===== src/rtl/exe_mem_issue.sv =====
// EXE-stage memory request issue: latches load/store info from ID, checks alignment,
// issues one data-SRAM request per memory op and filters data_ok returns of flushed requests.
module exe_mem_issue #(
  parameter int OUTST_W = 2
) (
  input  logic        clk,
  input  logic        resetn,
  output logic        es_allowin,
  input  logic        ds2es_valid,
  input  logic [4:0]  ds_ld_op,
  input  logic [2:0]  ds_st_op,
  input  logic [31:0] ds_addr,
  input  logic [31:0] ds_st_data,
  input  logic        ds_ex,
  input  logic        ms_allowin,
  output logic        es2ms_valid,
  output logic [4:0]  es_ld_op,
  output logic [31:0] es_addr,
  output logic        es_wait_data_ok,
  output logic        es_ale,
  input  logic        ms_ex,
  input  logic        wb_ex,
  output logic        data_sram_req,
  output logic        data_sram_wr,
  output logic [1:0]  data_sram_size,
  output logic [3:0]  data_sram_wstrb,
  output logic [31:0] data_sram_addr,
  output logic [31:0] data_sram_wdata,
  input  logic        data_sram_addr_ok,
  input  logic        data_sram_data_ok,
  output logic        ms_data_ok
);

  typedef struct packed {
    logic [4:0]  ld_op;   // {ld_b, ld_bu, ld_h, ld_hu, ld_w}
    logic [2:0]  st_op;   // {st_b, st_h, st_w}
    logic [31:0] addr;
    logic [31:0] st_data;
    logic        ex;
  } es_info_t;

  es_info_t           es_r;
  logic               es_valid;
  logic               req_sent;
  logic [OUTST_W-1:0] outst_cnt;
  logic [OUTST_W-1:0] discard_cnt;

  logic ld_b, ld_bu, ld_h, ld_hu, ld_w, st_b, st_h, st_w;
  logic mem_op, req_acc, es_ready_go, capture;
  logic [OUTST_W-1:0] outst_nxt;

  assign {ld_b, ld_bu, ld_h, ld_hu, ld_w} = es_r.ld_op;
  assign {st_b, st_h, st_w}               = es_r.st_op;

  assign mem_op = (|es_r.ld_op) | (|es_r.st_op);
  assign es_ale = es_valid & (((ld_h | ld_hu | st_h) & es_r.addr[0]) |
                              ((ld_w | st_w) & (es_r.addr[1:0] != 2'b00)));

  // ms_ex / wb_ex only block issue; an accepted request is never cancelled.
  assign data_sram_req = es_valid & mem_op & ~es_ale & ~es_r.ex & ~ms_ex & ~wb_ex &
                         ~req_sent & (discard_cnt == '0);
  assign req_acc       = data_sram_req & data_sram_addr_ok;

  assign es_ready_go     = ~mem_op | es_ale | es_r.ex | req_sent | req_acc;
  assign es_allowin      = ~es_valid | (es_ready_go & ms_allowin);
  assign es2ms_valid     = es_valid & es_ready_go & ~wb_ex;
  assign es_wait_data_ok = mem_op & (req_sent | req_acc);
  assign capture         = ds2es_valid & es_allowin;

  assign es_ld_op = es_r.ld_op;
  assign es_addr  = es_r.addr;

  assign data_sram_wr   = |es_r.st_op;
  assign data_sram_addr = es_r.addr;

  always_comb begin
    data_sram_size = 2'd0;
    if (ld_h | ld_hu | st_h)   data_sram_size = 2'd1;
    else if (ld_w | st_w)      data_sram_size = 2'd2;
  end

  // Byte enables only show while a request is actually on the bus.
  always_comb begin
    data_sram_wstrb = 4'b0000;
    if (data_sram_req) begin
      if (st_b)      data_sram_wstrb = 4'b0001 << es_r.addr[1:0];
      else if (st_h) data_sram_wstrb = es_r.addr[1] ? 4'b1100 : 4'b0011;
      else if (st_w) data_sram_wstrb = 4'b1111;
    end
  end

  always_comb begin
    data_sram_wdata = 32'd0;
    if (st_b)      data_sram_wdata = {4{es_r.st_data[7:0]}};
    else if (st_h) data_sram_wdata = {2{es_r.st_data[15:0]}};
    else if (st_w) data_sram_wdata = es_r.st_data;
  end

  assign ms_data_ok = data_sram_data_ok & (discard_cnt == '0);
  assign outst_nxt  = outst_cnt + OUTST_W'(req_acc) - OUTST_W'(data_sram_data_ok);

  always_ff @(posedge clk or negedge resetn) begin
    if (!resetn) begin
      es_r        <= '0;
      es_valid    <= 1'b0;
      req_sent    <= 1'b0;
      outst_cnt   <= '0;
      discard_cnt <= '0;
    end else begin
      if (wb_ex)           es_valid <= 1'b0;
      else if (es_allowin) es_valid <= ds2es_valid;

      if (capture) begin
        es_r     <= '{ld_op: ds_ld_op, st_op: ds_st_op, addr: ds_addr,
                      st_data: ds_st_data, ex: ds_ex};
        req_sent <= 1'b0;
      end else if (req_acc) begin
        req_sent <= 1'b1;
      end

      outst_cnt <= outst_nxt;

      // On flush every request still in flight belongs to a dead instruction.
      if (wb_ex)
        discard_cnt <= outst_nxt;
      else if (data_sram_data_ok && discard_cnt != '0)
        discard_cnt <= discard_cnt - 1'b1;
    end
  end

  a_outst_max: assert property (@(posedge clk) disable iff (!resetn)
                                outst_cnt <= OUTST_W'(2));
  a_discard_max: assert property (@(posedge clk) disable iff (!resetn)
                                  discard_cnt <= OUTST_W'(2));

endmodule


===== config.mk =====
export PLATFORM = sky130hd
export DESIGN_NAME = exe_mem_issue
export DESIGN_NICKNAME = d
export VERILOG_FILES = /design/src/rtl/exe_mem_issue.sv
export SDC_FILE = /design/constraint.sdc
export NUM_CORES = 1
export LEC_CHECK = 0
export CAP_MARGIN = 20
export CORE_MARGIN = 2
export CORE_UTILIZATION = 44
export CTS_CLUSTER_DIAMETER = 80
export DETAILED_ROUTE_END_ITERATION = 6
export PLACE_DENSITY_LB_ADDON = 0.1
export SLEW_MARGIN = 20
export SYNTH_ARGS = -nofsm -noshare
export SYNTH_HDL_FRONTEND = slang
export SYNTH_SLANG_ARGS = --single-unit

===== constraint.sdc =====
create_clock -name clk -period 7.1 [get_ports clk]
set_clock_uncertainty 0.2 [all_clocks]
set_input_delay 1.775 -clock clk [delete_from_list [all_inputs] [get_ports clk]]
set_output_delay 1.775 -clock clk [all_outputs]
set_load 0.005 [all_outputs]

==> metrics.md <==
| Metric | Value |
|---|---|
| Placed cell count | 1085 |
| Fraction of layout cells with a size suffix above 1 | 0.0436 |
| Ranking of synthesized cells by area | dfrtp_1 (30%), a32o_1 (11%), buf_4 (7.8%), o21ai_0 (7.0%), and3_1 (6.8%) |
| Async SR Flop Fraction | 1.00 |
| Vias per cell | 6.67 |
| Synth Area in Compound Gates | 0.261 |
| Synth cell types | 37 |
| Crit start category | primary input |
| Setup_tns | 0 ps |
| Top Ports | 195 |
| Clk slew on worst S/H paths | 60 ps |
| Crit share post-route | 0.823 |
| Register-to-Register Setup Slack | 3580 ps |
| Post-Syn Area | 6620 µm² |
| CTS buffer count | 9 |
| Final net count | 997 |
| Htree depth | 3 |
| Max frequency | 171 MHz |
| Crit-path max FO | 7 |
| CTS tree | yes |
| # Max-Cap Violations | 0 |
| Starting Density | 0.454 |
| # port buffers | 194 |
| Sequential area share after synthesis | 0.299 |
| Syn. warnings | 0 |
| Yosys top cell area share | 0.299 |
| Width of the die | 127 µm |
| CP arrival | 3870 ps |
| Path type of the worst setup path | primary input to output pin |
| Wire per inst | 22.0 µm |
| Synth area leader | dfrtp_1 |
| Final hold vios | 0 |
| Worst slew pin tran | 1040 ps |
| RR Startpoint | es_valid |
| Total wire length | 24.2 mm |
| Status | finished clean |
| Number of global-route vias before repair | 7065 |
| Max Buffers Root-to-Sink | 2 |
| Final ANT Viol Nets | 0 |
| Multiplexer area fraction after synthesis | 0 |
| Reg2Reg Depth | 6 |
| Synthesized netlist cell count | 865 |
| First-pass DRT Iterations | 5 |
| Initial DRC Count | 901 |
| Worst skew pair latency | 360 ps |
| Area share of fa/ha/maj cells after synthesis | 0.00567 |
| Lkg Pwr | 3.35 nW |
| Global-route wire length before repair | 37.7 mm |
| Syn_nets | 949 |
| Most frequent cells in the layout | clkdlybuf4s50_1 (190), o21ai_0 (92), nand2_1 (83), dfrtp_1 (79), nand3_1 (78) |
| Unrepaired setup endpoints after global routing | false |
| FF-to-FF End | req_sent |
| # setup viols final | 0 |
| Hold_sp | outst_cnt[0] |
| Layout Area Growth over Synthesis | 25.5% |
| Die H | 127 µm |
| Fin worst setup slack | 1260 ps |
| Critical path required time | 5120 ps |
| Layout Cells excl Fill | 1102 |
| Die ar. | 16000 µm² |
| Worst setup path endpoint | es2ms_valid |
| Post-Syn Area per Cell | 7.65 µm² |
| # clock sinks | 79 |
| Cts repair resizes | 0 |
| Row count | 44 |
| # hold bufs at CTS | 0 |
| Main combinational cell family by area after synthesis | simple AND/OR/NAND/NOR gates |
| Top_reg_cell synth | dfrtp_1 |
| GRT overflow | 0 |
| Post-synth EDFFs | 0 |
| Final Max Tran Viols | 0 |
| Pwr dens | 269 nW/µm² |
| GRT Total Usage | 0.289 |
| Most common cell after layout, fill and taps aside | clkdlybuf4s50_1 |
| Yosys reg bits | 79 |
| Core Footprint | 14600 µm² |
| Type of the most critical hold path | flop to flop |
| Root Buffer | clkbuf_16 |
| Largest net degree at the start of global routing | 115 |
| Critical Path Start | wb_ex |
| Relative slew slack | 0.302 |
| GP Congestion | 0.847 |
| DPL Wire Length | 14.0 mm |
| Tmin final | 5840 ps |
| Worst slack, placed | 1260 ps |
| Synth Area in Simple Gates | 0.279 |
| Post-route DRC violation count | 0 |
| Layout Utilization | 0.569 |
| Crit. End Element | output pin |
| Initial antenna violation count | 0 |
| Post-CTS Setup Inserts | 0 |
| Xor-xnor portion of the synthesized cell area | 0.00397 |
| Vias post-DR | 7353 |
| VDD IR max | 0.149 mV |
state kept, by name (all words and copies together) (netlist names):
register / flops
data_sram_addr: 32
discard_cnt: 2
es_ld_op: 5
es_r: 36
es_valid: 1
outst_cnt: 2
req_sent: 1
cells in the mapped netlist, types with 2 or more instances:
library cell	n
a21oi_1	76
a22oi_1	9
a31oi_1	5
a32o_1	71
and2_1	2
and3_1	72
buf_2	11
buf_4	69
buf_6	7
clkbuf_1	82
dfrtp_1	79
ha_1	3
inv_1	9
nand2_1	84
nand2b_1	4
nand3_1	78
nand4_1	32
nor2_1	10
nor2b_1	10
nor3_1	3
o21ai_0	92
or4_1	40
xnor2_1	3
kinds of logic after synthesis:
logic type / Yosys count
XOR/XNOR: 3
AO/OA/AOI/OAI: 261
AND/OR/NAND/NOR: 339
adder cells (fa/ha/maj): 3
flip-flops: 79
buffers and inverters: 180
critical path, cell delays in order:
cell             delay (ps)
clkdlybuf4s50_1         550
nor4bb_4                410
and2_1                  260
nor3_1                  110
nor3b_1                 230
clkdlybuf4s50_1         530
worst min-delay path by stage:
stage / depth (start not counted) / slack, ps / end
after global placement: 1 / 300 / outst_cnt[0]
after floorplan: 1 / 280 / outst_cnt[0]
final: 1 / 330 / outst_cnt[0]
after detailed placement: 2 / 330 / es_r[24]
after global routing: 1 / 350 / outst_cnt[0]
after CTS: 2 / 340 / es_r[24]
metal layers:
layer	wire length [µm]	share of wire	vias up	GRT usage
li1	-	-	3279	-
met1	10300	0.42	3656	0.395
met2	11300	0.47	383	0.450
met3	2070	0.085	35	0.0671
met4	569	0.023	0	0.101
met5	0	0	-	0
where the power goes:
group / internal [W] / switching (W) / leakage [nW]
combinational: 0.000504 / 0.000471 / 2.25
sequential: 0.000562 / 0.000159 / 0.933
clock: 0.000342 / 0.000199 / 0.160
total: 0.00141 / 0.000829 / 3.35
per-stage QoR:
step	cell area [µm²]	hold slack [ps]	total power (W)
after floorplan	6620	277	0.00127
after global placement	7950	305	0.00167
after detailed placement	7950	325	0.00169
after CTS	8280	339	0.00224
after global routing	8300	346	0.00236
final	8310	331	0.00224
area by class of cell:
class	count	area (µm²)
Antenna cell	1	2.50
Clock buffer	11	233
Clock inverter	4	95.1
Fill cell	1320	6280
Inverter	10	40.0
Multi-Input combinational cell	606	3690
Sequential cell	79	1980
Tap cell	184	230
Timing Repair Buffer	207	2040
Power figures use the tool's default switching activity.
